**src/rtl/div_unit_32bit.sv**
```systemverilog
// div_unit_32bit: iterative radix-2 restoring divider for DIV, DIVU, REM and REMU.
// One quotient bit per cycle through a shared adder_subtractor_32bit; start/busy/valid
// handshake with flush abort.
// Optional build macro: DIV_EARLY_OUT_EN. When defined, divide-by-zero and INT_MIN/-1 are
// resolved straight from the operands on accept (IDLE -> DONE), skipping the iteration.
// Results are identical in both builds; only latency differs.

module div_unit_32bit (
    input  logic        i_clk,
    input  logic        i_rst_n,
    input  logic        i_start,
    input  logic [1:0]  i_op,
    input  logic [31:0] i_a,
    input  logic [31:0] i_b,
    input  logic        i_flush,
    output logic        o_busy,
    output logic        o_valid,
    output logic [31:0] o_result
);

    // i_op[1] selects remainder, i_op[0] selects unsigned
    typedef enum logic [1:0] {IDLE, CALC, FIXUP, DONE} state_t;

    state_t      state, state_nxt;
    logic [31:0] q_reg, r_reg, d_reg, result_reg;
    logic [4:0]  cnt;
    logic        is_rem, neg_q, neg_r, b_zero;

    logic        op_signed, accept;
    logic [31:0] a_mag, b_mag;
    logic [31:0] step_s, add_a, add_b, add_res;
    logic        add_carry, adder_overflow_unused, take;
    logic [31:0] q_fix, r_fix, fix_result;

    assign op_signed = ~i_op[0];
    // flush has priority over a same-edge start
    assign accept    = (state == IDLE) && i_start && !i_flush;
    assign a_mag     = (op_signed && i_a[31]) ? (32'd0 - i_a) : i_a;
    assign b_mag     = (op_signed && i_b[31]) ? (32'd0 - i_b) : i_b;

    adder_subtractor_32bit u_addsub (
        .i_a        (add_a),
        .i_b        (add_b),
        .i_sub      (1'b1),
        .o_result   (add_res),
        .o_carry    (add_carry),
        .o_overflow (adder_overflow_unused)
    );

    // Shifted partial remainder; adder operands are gated to zero outside CALC
    always_comb begin
        // NOTE: every combinational output gets a default first so no path infers a latch.
        step_s = {r_reg[30:0], q_reg[31]};
        add_a  = 32'd0;
        add_b  = 32'd0;
        if (state == CALC) begin
            add_a = step_s;
            add_b = d_reg;
        end
    end

    // R[31]=1 means the 33-bit shifted value already exceeds any 32-bit divisor
    assign take = r_reg[31] | add_carry;

    // Sign correction; with b==0 the remainder path naturally yields the dividend
    always_comb begin
        q_fix      = neg_q ? (32'd0 - q_reg) : q_reg;
        r_fix      = neg_r ? (32'd0 - r_reg) : r_reg;
        fix_result = is_rem ? r_fix : (b_zero ? 32'hFFFF_FFFF : q_fix);
    end

`ifdef DIV_EARLY_OUT_EN
    logic        early_hit;
    logic [31:0] early_result;

    // Detect the two special cases directly on the input operands
    always_comb begin
        early_hit = (i_b == 32'd0) ||
                    (op_signed && (i_a == 32'h8000_0000) && (i_b == 32'hFFFF_FFFF));
        if (i_b == 32'd0) early_result = i_op[1] ? i_a : 32'hFFFF_FFFF;
        else              early_result = i_op[1] ? 32'd0 : 32'h8000_0000;
    end
`endif

    // Next-state logic
    always_comb begin
        state_nxt = state;
        unique case (state)
            IDLE: begin
                if (accept) begin
`ifdef DIV_EARLY_OUT_EN
                    state_nxt = early_hit ? DONE : CALC;
`else
                    state_nxt = CALC;
`endif
                end
            end
            CALC: begin
                if (i_flush)          state_nxt = IDLE;
                else if (cnt == 5'd0) state_nxt = FIXUP;
            end
            FIXUP:   state_nxt = i_flush ? IDLE : DONE;
            DONE:    state_nxt = IDLE;
            default: state_nxt = IDLE;
        endcase
    end

    // State register
    always_ff @(posedge i_clk or negedge i_rst_n) begin
        // NOTE: sequential state uses non-blocking assignments so all registers update together.
        if (!i_rst_n) state <= IDLE;
        else          state <= state_nxt;
    end

    // Datapath registers: operand capture, restoring step, result write
    always_ff @(posedge i_clk or negedge i_rst_n) begin
        if (!i_rst_n) begin
            q_reg      <= 32'd0;
            r_reg      <= 32'd0;
            d_reg      <= 32'd0;
            result_reg <= 32'd0;
            cnt        <= 5'd0;
            is_rem     <= 1'b0;
            neg_q      <= 1'b0;
            neg_r      <= 1'b0;
            b_zero     <= 1'b0;
        end else begin
            unique case (state)
                IDLE: begin
                    if (accept) begin
                        is_rem <= i_op[1];
                        neg_q  <= op_signed & (i_a[31] ^ i_b[31]);
                        neg_r  <= op_signed & i_a[31];
                        b_zero <= (i_b == 32'd0);
                        q_reg  <= a_mag;
                        d_reg  <= b_mag;
                        r_reg  <= 32'd0;
                        cnt    <= 5'd31;
`ifdef DIV_EARLY_OUT_EN
                        if (early_hit) result_reg <= early_result;
`endif
                    end
                end
                CALC: begin
                    r_reg <= take ? add_res : step_s;
                    q_reg <= {q_reg[30:0], take};
                    if (cnt != 5'd0) cnt <= cnt - 5'd1;
                end
                FIXUP: begin
                    if (!i_flush) result_reg <= fix_result;
                end
                default: ;
            endcase
        end
    end

    assign o_busy   = (state != IDLE);
    assign o_valid  = (state == DONE);
    assign o_result = result_reg;

endmodule

// 32-bit adder/subtractor: i_sub=1 computes i_a - i_b; o_carry=1 means no borrow (i_a >= i_b).
module adder_subtractor_32bit (
    input  logic [31:0] i_a,
    input  logic [31:0] i_b,
    input  logic        i_sub,
    output logic [31:0] o_result,
    output logic        o_carry,
    output logic        o_overflow
);

    logic [31:0] b_eff;
    logic [32:0] sum;

    // Two's-complement add of optionally inverted operand with carry-in
    always_comb begin
        b_eff      = i_sub ? ~i_b : i_b;
        sum        = {1'b0, i_a} + {1'b0, b_eff} + {32'd0, i_sub};
        o_result   = sum[31:0];
        o_carry    = sum[32];
        o_overflow = (i_a[31] == b_eff[31]) && (sum[31] != i_a[31]);
    end

endmodule

```
**config.mk**
```make
export PLATFORM = sky130hd
export DESIGN_NAME = div_unit_32bit
export DESIGN_NICKNAME = d
export VERILOG_FILES = /design/src/rtl/div_unit_32bit.sv
export SDC_FILE = /design/constraint.sdc
export NUM_CORES = 1
export LEC_CHECK = 0
export BUFFER_PORTS_ARGS = -buffer_cell sky130_fd_sc_hd__clkbuf_2
export CAP_MARGIN = 10
export CORE_ASPECT_RATIO = 0.9
export CORE_MARGIN = 10
export CORE_UTILIZATION = 35
export CTS_CLUSTER_DIAMETER = 40
export DETAILED_ROUTE_END_ITERATION = 10
export GPL_TIMING_DRIVEN = 0
export HOLD_SLACK_MARGIN = 0.1
export PLACE_DENSITY = 0.5
export SYNTH_ARGS = -nofsm -noshare
export SYNTH_HDL_FRONTEND = slang
export SYNTH_HIERARCHICAL = 1
export SYNTH_SLANG_ARGS = --single-unit
export TNS_END_PERCENT = 1
```
**constraint.sdc**
```tcl
create_clock -name i_clk -period 5.8 [get_ports i_clk]
set_clock_uncertainty 0.05 [all_clocks]
set_input_delay 0.58 -clock i_clk [delete_from_list [all_inputs] [get_ports i_clk]]
set_output_delay 0.58 -clock i_clk [all_outputs]
set_load 0.02 [all_outputs]
```
==> impl_metrics.csv, run 1 <==
group,metric,value,unit
worst_setup_path,critPathTopFamily,"compound AO/OA/AOI/OAI gates",
cells_and_area,final_core_util,41.0,%
yosys,syn_inst,1331,
detailed_routing,detail-route-antenna-nets,0,
cells_and_area,seqCellArea,0.00348,mm^2
yosys,yosys_warnings,6,
power,vdd_drop_max,0.345,mV
clock_tree,clockBufferDepth,2,
global_routing,grt_use_total,18.6,%
timing,setup_tns,0,ns
run_status,status,"finished clean",
hold_path,hold_class,"input port to register",
power,powerDensity,466,mW/mm^2
timing,slew_violations,0,
clock_tree,cts.clk_slew.worst_paths,0.06,ns
detailed_routing,num_vias,10302,
timing,setup_ws,0.640,ns
floorplan,fp.dieW,207,um
cells_and_area,multiInputGateArea,0.00714,mm^2
worst_setup_path,critPathArrivalTime,5.40,ns
detailed_routing,post_drt_via_cell_ratio,5.49,
floorplan,core-area,0.0310,mm^2
timing,final.min_clock_period,5.16,ns
clock_tree,post-cts-setup-buffers,0,
yosys,synth.net_count,1438,
detailed_routing,m1WireLength,18800,um
power,p_leak,5.54,nW
clock_tree,cts_made_buffers,17,
detailed_routing,totalWireLength,37100,um
worst_setup_path,endpoint_kind,"register",
floorplan,floorplan.initialDensity,35.6,%
cells_and_area,diodes,0,
floorplan,ios,104,
place,dpl_worst_slack,0.0379,ns
floorplan,die_h,189,um
cells_and_area,area_growth,15.1,%
timing,hold_violations,0,
clock_tree,htreeDepth,4,
clock_tree,numClockSinks,139,
worst_setup_path,critPathKind,"register to register",
clock_tree,clk_latency,0.43,ns
detailed_routing,wl_met2,15600,um
place,post_dp_cell_area,0.0121,mm^2
global_routing,grt_pass1_wl,58500,um
timing,setup_viol,0,
place,place_congestion,0.915,
clock_tree,cts_tree,"built",
clock_tree,cts-root-buf,"clkbuf_16",
timing,worstMarginPinSlew,0.874,ns
detailed_routing,drt-initial-drc-count,703,
worst_setup_path,slowest_delay,0.46,ns
cells_and_area,finalNetCount,1562,
timing,slew_headroom,41.2,%
yosys,avgSynthCellArea,8.30,um^2
detailed_routing,route.detailed.drc,0,
worst_setup_path,crit_fanout,10,
timing,hold-worst-slack,0.368,ns
worst_setup_path,crit_buf_inv,3,
cells_and_area,nFillCells,3268,
detailed_routing,firstDrtPassIters,5,
global_routing,gr-total-overflow,0,
place,dp_hpwl,29400,um
cells_and_area,drive_above_1_share,12.3,%
detailed_routing,wl_per_cell,19.8,um
yosys,synth_area,0.0110,mm^2
global_routing,antenna_found_initial,0,
detailed_routing,route.top_layer_used,"met4",
timing,rsz0062_at_grt,"false",
global_routing,first_global_vias,10174,
floorplan,die_area,0.0391,mm^2
timing,fmax,194,MHz
worst_setup_path,crit_required,6.04,ns
run,drv_cap,0,
worst_setup_path,path_cells,"nor2b_1, clkbuf_2, clkbuf_1, and2_1, mux2i_1, fa_1, nor2b_1, o21ai_1, o21ai_2, a31oi_2, o21ai_4, o22ai_2, o21ai_1, a21o_1, nor2_2, clkbuf_2, mux2i_1, o21ai_0",
cells_and_area,finalInstanceArea,0.0127,mm^2
global_routing,grt_max_degree,103,
place,io_buffer_count,103,
detailed_routing,dr_wl_met3,2160,um
floorplan,rows,61,
worst_setup_path,crit_slowest_cell,"dfrtp_1",
timing,finalCritPeriodShare,89.0,%
worst_setup_path,cp-start-kind,"register",
[metrics by stage]
| stage | std cells | total power, mW |
|---|---|---|
| after detailed placement | 1844 | 4.79 |
| final | 1876 | 5.93 |
| after CTS | 1876 | 5.93 |
| after global placement | 1843 | 4.77 |
| after floorplan | 1331 | 3.77 |
| after global routing | 1876 | 6.37 |
[metal layers]
metal / global-route usage, % / vias up
met4: 4.80 / 0
met2: 26.8 / 273
met1: 27.6 / 4911
li1: - / 5093
met3: 3.41 / 25
met5: 0 / -
[power breakdown]
group / internal, mW / total [mW] / switching (mW)
clock network: 0.664 / 1.11 / 0.448
logic: 1.13 / 2.95 / 1.81
registers: 1.34 / 1.87 / 0.523
[layout make-up]
class / instances / area share, %
plain buffers: 86 / 2.62
clock buffers: 20 / 3.67
clock inverters: 11 / 0.935
inverters: 27 / 0.797
multi-input cells: 1079 / 56.2
flip-flops and latches: 139 / 27.4
well taps: 409 / 4.03
repair buffers: 105 / 4.42
[cells in the final DEF (no fill, tap or decap), types with 5 or more instances in the layout]
master / instances
and3_1: 5
mux2i_1: 38
or4_1: 10
a211oi_1: 14
clkbuf_1: 70
a21o_1: 17
and2_1: 63
nor2b_1: 10
o21ai_0: 151
o41ai_1: 12
a22oi_1: 21
dfrtp_1: 139
a22o_1: 13
nand2b_1: 12
o22ai_1: 11
inv_1: 27
a31oi_1: 15
nor2_1: 74
clkbuf_16: 17
a21oi_1: 81
nand2_1: 98
ha_1: 36
xnor2_1: 64
nand4_1: 9
o21ai_1: 8
clkbuf_2: 106
a221oi_1: 10
buf_1: 8
nor4_1: 12
nand3_1: 50
clkinv_2: 5
xor2_1: 97
or3_1: 11
o31ai_1: 29
nor3_1: 33
[final timing paths]
path	startpoint	cells after the start	to	slack (ns)
min	i_op[1]	3	is_rem$_DFFE_PN0P_	0.37
max in group asynchronous	i_rst_n	3	r_reg[25]$_DFFE_PN0P_	4.27
max	state[0]$_DFFE_PN0P_	18	r_reg[12]$_DFFE_PN0P_	0.64
min in group asynchronous	i_rst_n	2	d_reg[5]$_DFFE_PN0P_	0.57
min reg2reg	d_reg[17]$_DFFE_PN0P_	2	d_reg[17]$_DFFE_PN0P_	0.42
max reg2reg	state[0]$_DFFE_PN0P_	18	r_reg[12]$_DFFE_PN0P_	0.64
[what timing repair did]
action / CTS / global route
setup endpoints to repair: 0 / 30
hold buffers: 1 / 0
resized for setup: 0 / 10
endpoints found under the hold margin: 37 / 0
[tightest hold or removal path, stage by stage]
cell and delay (ns):
clkbuf_2 0.08, nand2_1 0.09, nand2_1 0.07
No activity file was read; power rests on OpenSTA's default activity.
==> inputs of run 2 (changes only) <==
--- a/config.mk
+++ b/config.mk
@@ -14,6 +14,7 @@
 export DETAILED_ROUTE_END_ITERATION = 10
 export GPL_TIMING_DRIVEN = 0
 export HOLD_SLACK_MARGIN = 0.1
+export MAX_ROUTING_LAYER = met4
 export PLACE_DENSITY = 0.5
 export SYNTH_ARGS = -nofsm -noshare
 export SYNTH_HDL_FRONTEND = slang
==> impl_metrics.csv, run 2 (synthesis gave the netlist of run 1 again) <==
group,metric,value,unit
power,powerDensity,469,mW/mm^2
run_status,status,"finished clean",
worst_setup_path,r2r_slack,0.56,ns
worst_setup_path,crit_required,6.05,ns
detailed_routing,post_drt_via_cell_ratio,5.58,
place,io_buffer_count,103,
clock_tree,cts_tree,"built",
global_routing,first_global_vias,10011,
cells_and_area,layout_common_cells,"151 x o21ai_0, 139 x dfrtp_1, 106 x clkbuf_2",
floorplan,ios,104,
global_routing,grt_max_degree,106,
floorplan,floorplan.initialDensity,35.6,%
timing,slew_headroom,39.7,%
detailed_routing,totalWireLength,37500,um
clock_tree,numClockSinks,139,
cells_and_area,area_growth,15.2,%
detailed_routing,detail-route-antenna-nets,0,
worst_setup_path,path_cells,"nor2b_1, clkbuf_2, clkbuf_1, and2_1, mux2i_1, fa_1, nor2b_1, o21ai_1, o21ai_2, a31oi_2, o21ai_4, o22ai_2, o21ai_1, a21o_1, nor2_1, clkbuf_2, mux2i_1, o21ai_0",
worst_setup_path,endpoint_kind,"register",
cells_and_area,layout_commonest_cell,"o21ai_0",
timing,rsz0062_at_grt,"false",
hold_path,hold_class,"input port to register",
detailed_routing,wl_per_cell,20.0,um
place,place_congestion,0.921,
worst_setup_path,crit_fanout,10,
worst_setup_path,critPathArrivalTime,5.50,ns
floorplan,core-area,0.0310,mm^2
clock_tree,clockBufferDepth,2,
timing,hold-worst-slack,0.361,ns
worst_setup_path,slowest_delay,0.46,ns
timing,setup_ws,0.555,ns
power,vdd_drop_max,0.271,mV
worst_setup_path,crit_slowest_cell,"nor2_1",
worst_setup_path,cp-start-kind,"register",
global_routing,grt_use_total,19.2,%
worst_setup_path,critPathKind,"register to register",
timing,setup_tns,0,ns
clock_tree,htreeDepth,4,
clock_tree,cts_made_buffers,17,
cells_and_area,finalNetCount,1562,
detailed_routing,firstDrtPassIters,5,
clock_tree,cts.clk_slew.worst_paths,0.07,ns
place,dp_hpwl,29600,um
floorplan,die_h,189,um
clock_tree,cts-root-buf,"clkbuf_16",
global_routing,gr-total-overflow,0,
timing,worstMarginPinSlew,0.897,ns
global_routing,antenna_found_initial,0,
timing,final.min_clock_period,5.24,ns
place,dpl_worst_slack,0.0862,ns
timing,fmax,191,MHz
detailed_routing,route.detailed.drc,0,
timing,finalCritPeriodShare,90.4,%
floorplan,fp.dieW,207,um
power,totalPowerFinal,5.97,mW
clock_tree,clk_latency,0.45,ns
floorplan,die_area,0.0391,mm^2
timing,hold_violations,0,
cells_and_area,diodes,0,
timing,setup_viol,0,
power,p_leak,5.54,nW
run,drv_cap,0,
worst_setup_path,crit_buf_inv,3,
detailed_routing,num_vias,10466,
timing,slew_violations,0,
worst_setup_path,critPathTopFamily,"compound AO/OA/AOI/OAI gates",
detailed_routing,drt-initial-drc-count,842,
clock_tree,post-cts-setup-buffers,0,
global_routing,grt_pass1_wl,58600,um
cells_and_area,drive_above_1_share,12.3,%
floorplan,rows,61,
==> run 2: final timing paths <==
kind | end | start | depth (start not counted)
max reg2reg | r_reg[12]$_DFFE_PN0P_ | state[0]$_DFFE_PN0P_ | 18
min in group asynchronous | d_reg[19]$_DFFE_PN0P_ | i_rst_n | 2
min reg2reg | d_reg[27]$_DFFE_PN0P_ | d_reg[27]$_DFFE_PN0P_ | 2
min | state[0]$_DFFE_PN0P_ | i_flush | 2
max | r_reg[12]$_DFFE_PN0P_ | state[0]$_DFFE_PN0P_ | 18
max in group asynchronous | o_result[29]$_DFFE_PN0P_ | i_rst_n | 3
==> run 2: area by class of cell <==
type                    instances  area (um^2)
multi-input cells            1079         7140
clock buffers                  17          425
clock inverters                15          176
fillers                      3287        18300
repair buffers                105          562
well taps                     409          512
plain buffers                  86          333
flip-flops and latches        139         3480
inverters                      27          101
==> run 2: metal layers <==
layer	GRT usage, %	routed length, um
met2	26.9	15700
met4	4.66	549
met5	-	0
met3	2.30	1620
met1	28.3	19600
==> run 2: what timing repair did <==
item,4_1_cts,5_1_grt
hold buffers,1,0
hold endpoints to repair,34,0
gates resized for setup,0,9
endpoints found under the setup margin,0,30
==> run 2: through the flow <==
step                instances  area, um^2  utilization [%]
detailed placement       1844       12100             39.1
global route             1877       12700             41.1
finish                   1877       12700             41.1
global placement         1843       12100             39.0
floorplan                1331       11000                -
CTS                      1877       12700             41.0
==> run 2: power by group <==
| part | switching, mW | internal (mW) | total [mW] |
|---|---|---|---|
| Combinational | 1.84 | 1.13 | 2.97 |
| Clock | 0.548 | 0.583 | 1.13 |
| Sequential | 0.526 | 1.34 | 1.87 |
| Total | 2.91 | 3.06 | 5.97 |
==> inputs of run 3 (changes only) <==
--- a/config.mk
+++ b/config.mk
@@ -7,6 +7,8 @@
 export LEC_CHECK = 0
 export BUFFER_PORTS_ARGS = -buffer_cell sky130_fd_sc_hd__clkbuf_2
 export CAP_MARGIN = 10
+export CELL_PAD_IN_SITES_DETAIL_PLACEMENT = 2
+export CELL_PAD_IN_SITES_GLOBAL_PLACEMENT = 2
 export CORE_ASPECT_RATIO = 0.9
 export CORE_MARGIN = 10
 export CORE_UTILIZATION = 35
@@ -15,7 +17,7 @@
 export GPL_TIMING_DRIVEN = 0
 export HOLD_SLACK_MARGIN = 0.1
 export MAX_ROUTING_LAYER = met4
-export PLACE_DENSITY = 0.5
+export PLACE_DENSITY = 0.76
 export SYNTH_ARGS = -nofsm -noshare
 export SYNTH_HDL_FRONTEND = slang
 export SYNTH_HIERARCHICAL = 1
==> impl_metrics.csv, run 3 (synthesis gave the netlist of run 1 again) <==
group,metric,value,unit
worst_setup_path,r2r_slack,0.47,ns
hold_path,hold_end,"is_rem$_DFFE_PN0P_",
timing,fmax,188,MHz
worst_setup_path,cp-start-kind,"register",
power,vdd_drop_max,0.242,mV
hold_path,hold_class,"input port to register",
power,switching_share,48.1,%
run,drv_cap,0,
detailed_routing,drt-initial-drc-count,850,
power,powerDensity,486,mW/mm^2
timing,hold_violations,0,
power,seqPwrFrac,30.5,%
timing,slew_headroom,38.4,%
floorplan,core-area,0.0310,mm^2
cells_and_area,multiInputGateArea,0.00714,mm^2
floorplan,die_area,0.0391,mm^2
timing,finalCritPeriodShare,91.9,%
cells_and_area,layout_common_cells,"151 x o21ai_0, 139 x dfrtp_1, 106 x clkbuf_2",
global_routing,grt_max_degree,103,
global_routing,gr-total-overflow,0,
cells_and_area,area_growth,15.5,%
floorplan,fp.dieW,207,um
clock_tree,cts-root-buf,"clkbuf_16",
floorplan,die_h,189,um
timing,setup_ws,0.469,ns
cells_and_area,drive_above_1_share,12.3,%
floorplan,ios,104,
worst_setup_path,timing.rr.start,"state[0]$_DFFE_PN0P_",
cells_and_area,diodes,0,
clock_tree,numClockSinks,139,
detailed_routing,wl_per_cell,23.6,um
worst_setup_path,crit_fanout,10,
timing,worstMarginPinSlew,0.916,ns
detailed_routing,route.detailed.drc,0,
cells_and_area,finalInstanceArea,0.0128,mm^2
global_routing,grt_use_total,22.8,%
clock_tree,clockBufferDepth,2,
worst_setup_path,r2r_end,"r_reg[27]$_DFFE_PN0P_",
detailed_routing,post_drt_via_cell_ratio,5.80,
run_status,status,"finished clean",
worst_setup_path,critPathArrivalTime,5.56,ns
hold_path,worstHoldPathCells,3,
place,io_buffer_count,103,
clock_tree,cts_made_buffers,17,
worst_setup_path,crit_required,6.03,ns
power,switchingPower,2.98,mW
detailed_routing,firstDrtPassIters,5,
timing,setup_viol,0,
power,p_clk_share,19.7,%
cells_and_area,final_core_util,41.2,%
timing,final.min_clock_period,5.33,ns
power,pwr-share-comb,49.8,%
cells_and_area,nFillCells,3583,
clock_tree,cts_tree,"built",
timing,rsz0062_at_grt,"false",
hold_path,min_from,"i_op[1]",
cells_and_area,layout_commonest_cell,"o21ai_0",
global_routing,antenna_found_initial,0,
timing,setup_tns,0,ns
floorplan,floorplan.initialDensity,35.6,%
place,dp_hpwl,34600,um
cells_and_area,seqCellArea,0.00348,mm^2
worst_setup_path,critPathKind,"register to register",
detailed_routing,totalWireLength,44200,um
power,p_leak,5.55,nW
clock_tree,htreeDepth,4,
cells_and_area,finalNetCount,1562,
clock_tree,clk_latency,0.44,ns
worst_setup_path,r2r_cells,18,
global_routing,first_global_vias,11628,
place,post_dp_cell_area,0.0121,mm^2
worst_setup_path,endpoint_kind,"register",
floorplan,rows,61,
place,place_congestion,0.858,
detailed_routing,num_vias,10879,
place,dpl_worst_slack,0.00583,ns
clock_tree,cts.clk_slew.worst_paths,0.06,ns
global_routing,grt_pass1_wl,69500,um
detailed_routing,detail-route-antenna-nets,0,
timing,slew_violations,0,
power,internal_power,3.22,mW
-- run 3: what timing repair did --
| action | in CTS | in global routing |
|---|---|---|
| gates resized for setup | 3 | 3 |
| buffers inserted | 0 | 0 |
| hold endpoints to repair | 37 | 0 |
| endpoints found under the setup margin | 20 | 30 |
| hold buffers | 1 | 0 |
-- run 3: per-stage QoR --
stage / total power, mW / instances / hold WS (ns)
4_1_cts: 6.20 / 1877 / 0.343
2_1_floorplan: 3.77 / 1331 / 0.234
3_5_place_dp: 4.94 / 1844 / 0.416
6_report: 6.20 / 1877 / 0.354
5_1_grt: 6.62 / 1877 / 0.366
3_3_place_gp: 4.81 / 1843 / 0.409
-- run 3: layer usage --
metal	vias to the layer above	track usage [%]	part of all wire, %
met5	-	-	0
met2	218	35.2	46
met3	27	3.04	3.7
met1	5575	31.5	50
li1	5059	-	-
met4	0	3.73	0.79
-- run 3: cell type report --
type / instances / area share [%]
well taps: 409 / 4.01
multi-input cells: 1079 / 56.0
flip-flops and latches: 139 / 27.3
inverters: 27 / 0.794
repair buffers: 105 / 4.40
clock inverters: 13 / 1.48
plain buffers: 86 / 2.61
clock buffers: 19 / 3.47
-- run 3: worst max path at each step --
stage | from | end | slack, ns | cells after the start
6_report | state[0]$_DFFE_PN0P_ | r_reg[27]$_DFFE_PN0P_ | 0.47 | 18
5_1_grt | state[0]$_DFFE_PN0P_ | r_reg[27]$_DFFE_PN0P_ | 0.09 | 18
4_1_cts | state[0]$_DFFE_PN0P_ | r_reg[27]$_DFFE_PN0P_ | 0.13 | 18
3_5_place_dp | state[0]$_DFFE_PN0P_ | r_reg[20]$_DFFE_PN0P_ | 0.006 | 18
3_3_place_gp | state[0]$_DFFE_PN0P_ | r_reg[19]$_DFFE_PN0P_ | 0.11 | 18
2_1_floorplan | state[0]$_DFFE_PN0P_ | r_reg[3]$_DFFE_PN0P_ | 1.50 | 18
-- run 3: worst max-delay path: stages, from the launching register on --
cell and delay, ns:
dfrtp_1 0.47, nor2b_1 0.26, clkbuf_2 0.31, clkbuf_1 0.46, and2_1 0.27, mux2i_1 0.35, fa_1 0.29, nor2b_1 0.07
o21ai_1 0.20, o21ai_2 0.14, a31oi_2 0.37, o21ai_4 0.15, o22ai_2 0.27, o21ai_1 0.14, a21o_1 0.23, nor2_2 0.33
clkbuf_2 0.41, mux2i_1 0.28, o21ai_0 0.12
-- run 3: power groups by stage --
stage | registers [mW] | logic (mW) | clock network, mW
floorplan | 1.79 | 1.99 | 0
global placement | 1.87 | 2.94 | 0
detailed placement | 1.89 | 3.05 | 0
CTS | 1.88 | 3.08 | 1.24
global route | 1.94 | 3.40 | 1.28
finish | 1.89 | 3.09 | 1.22
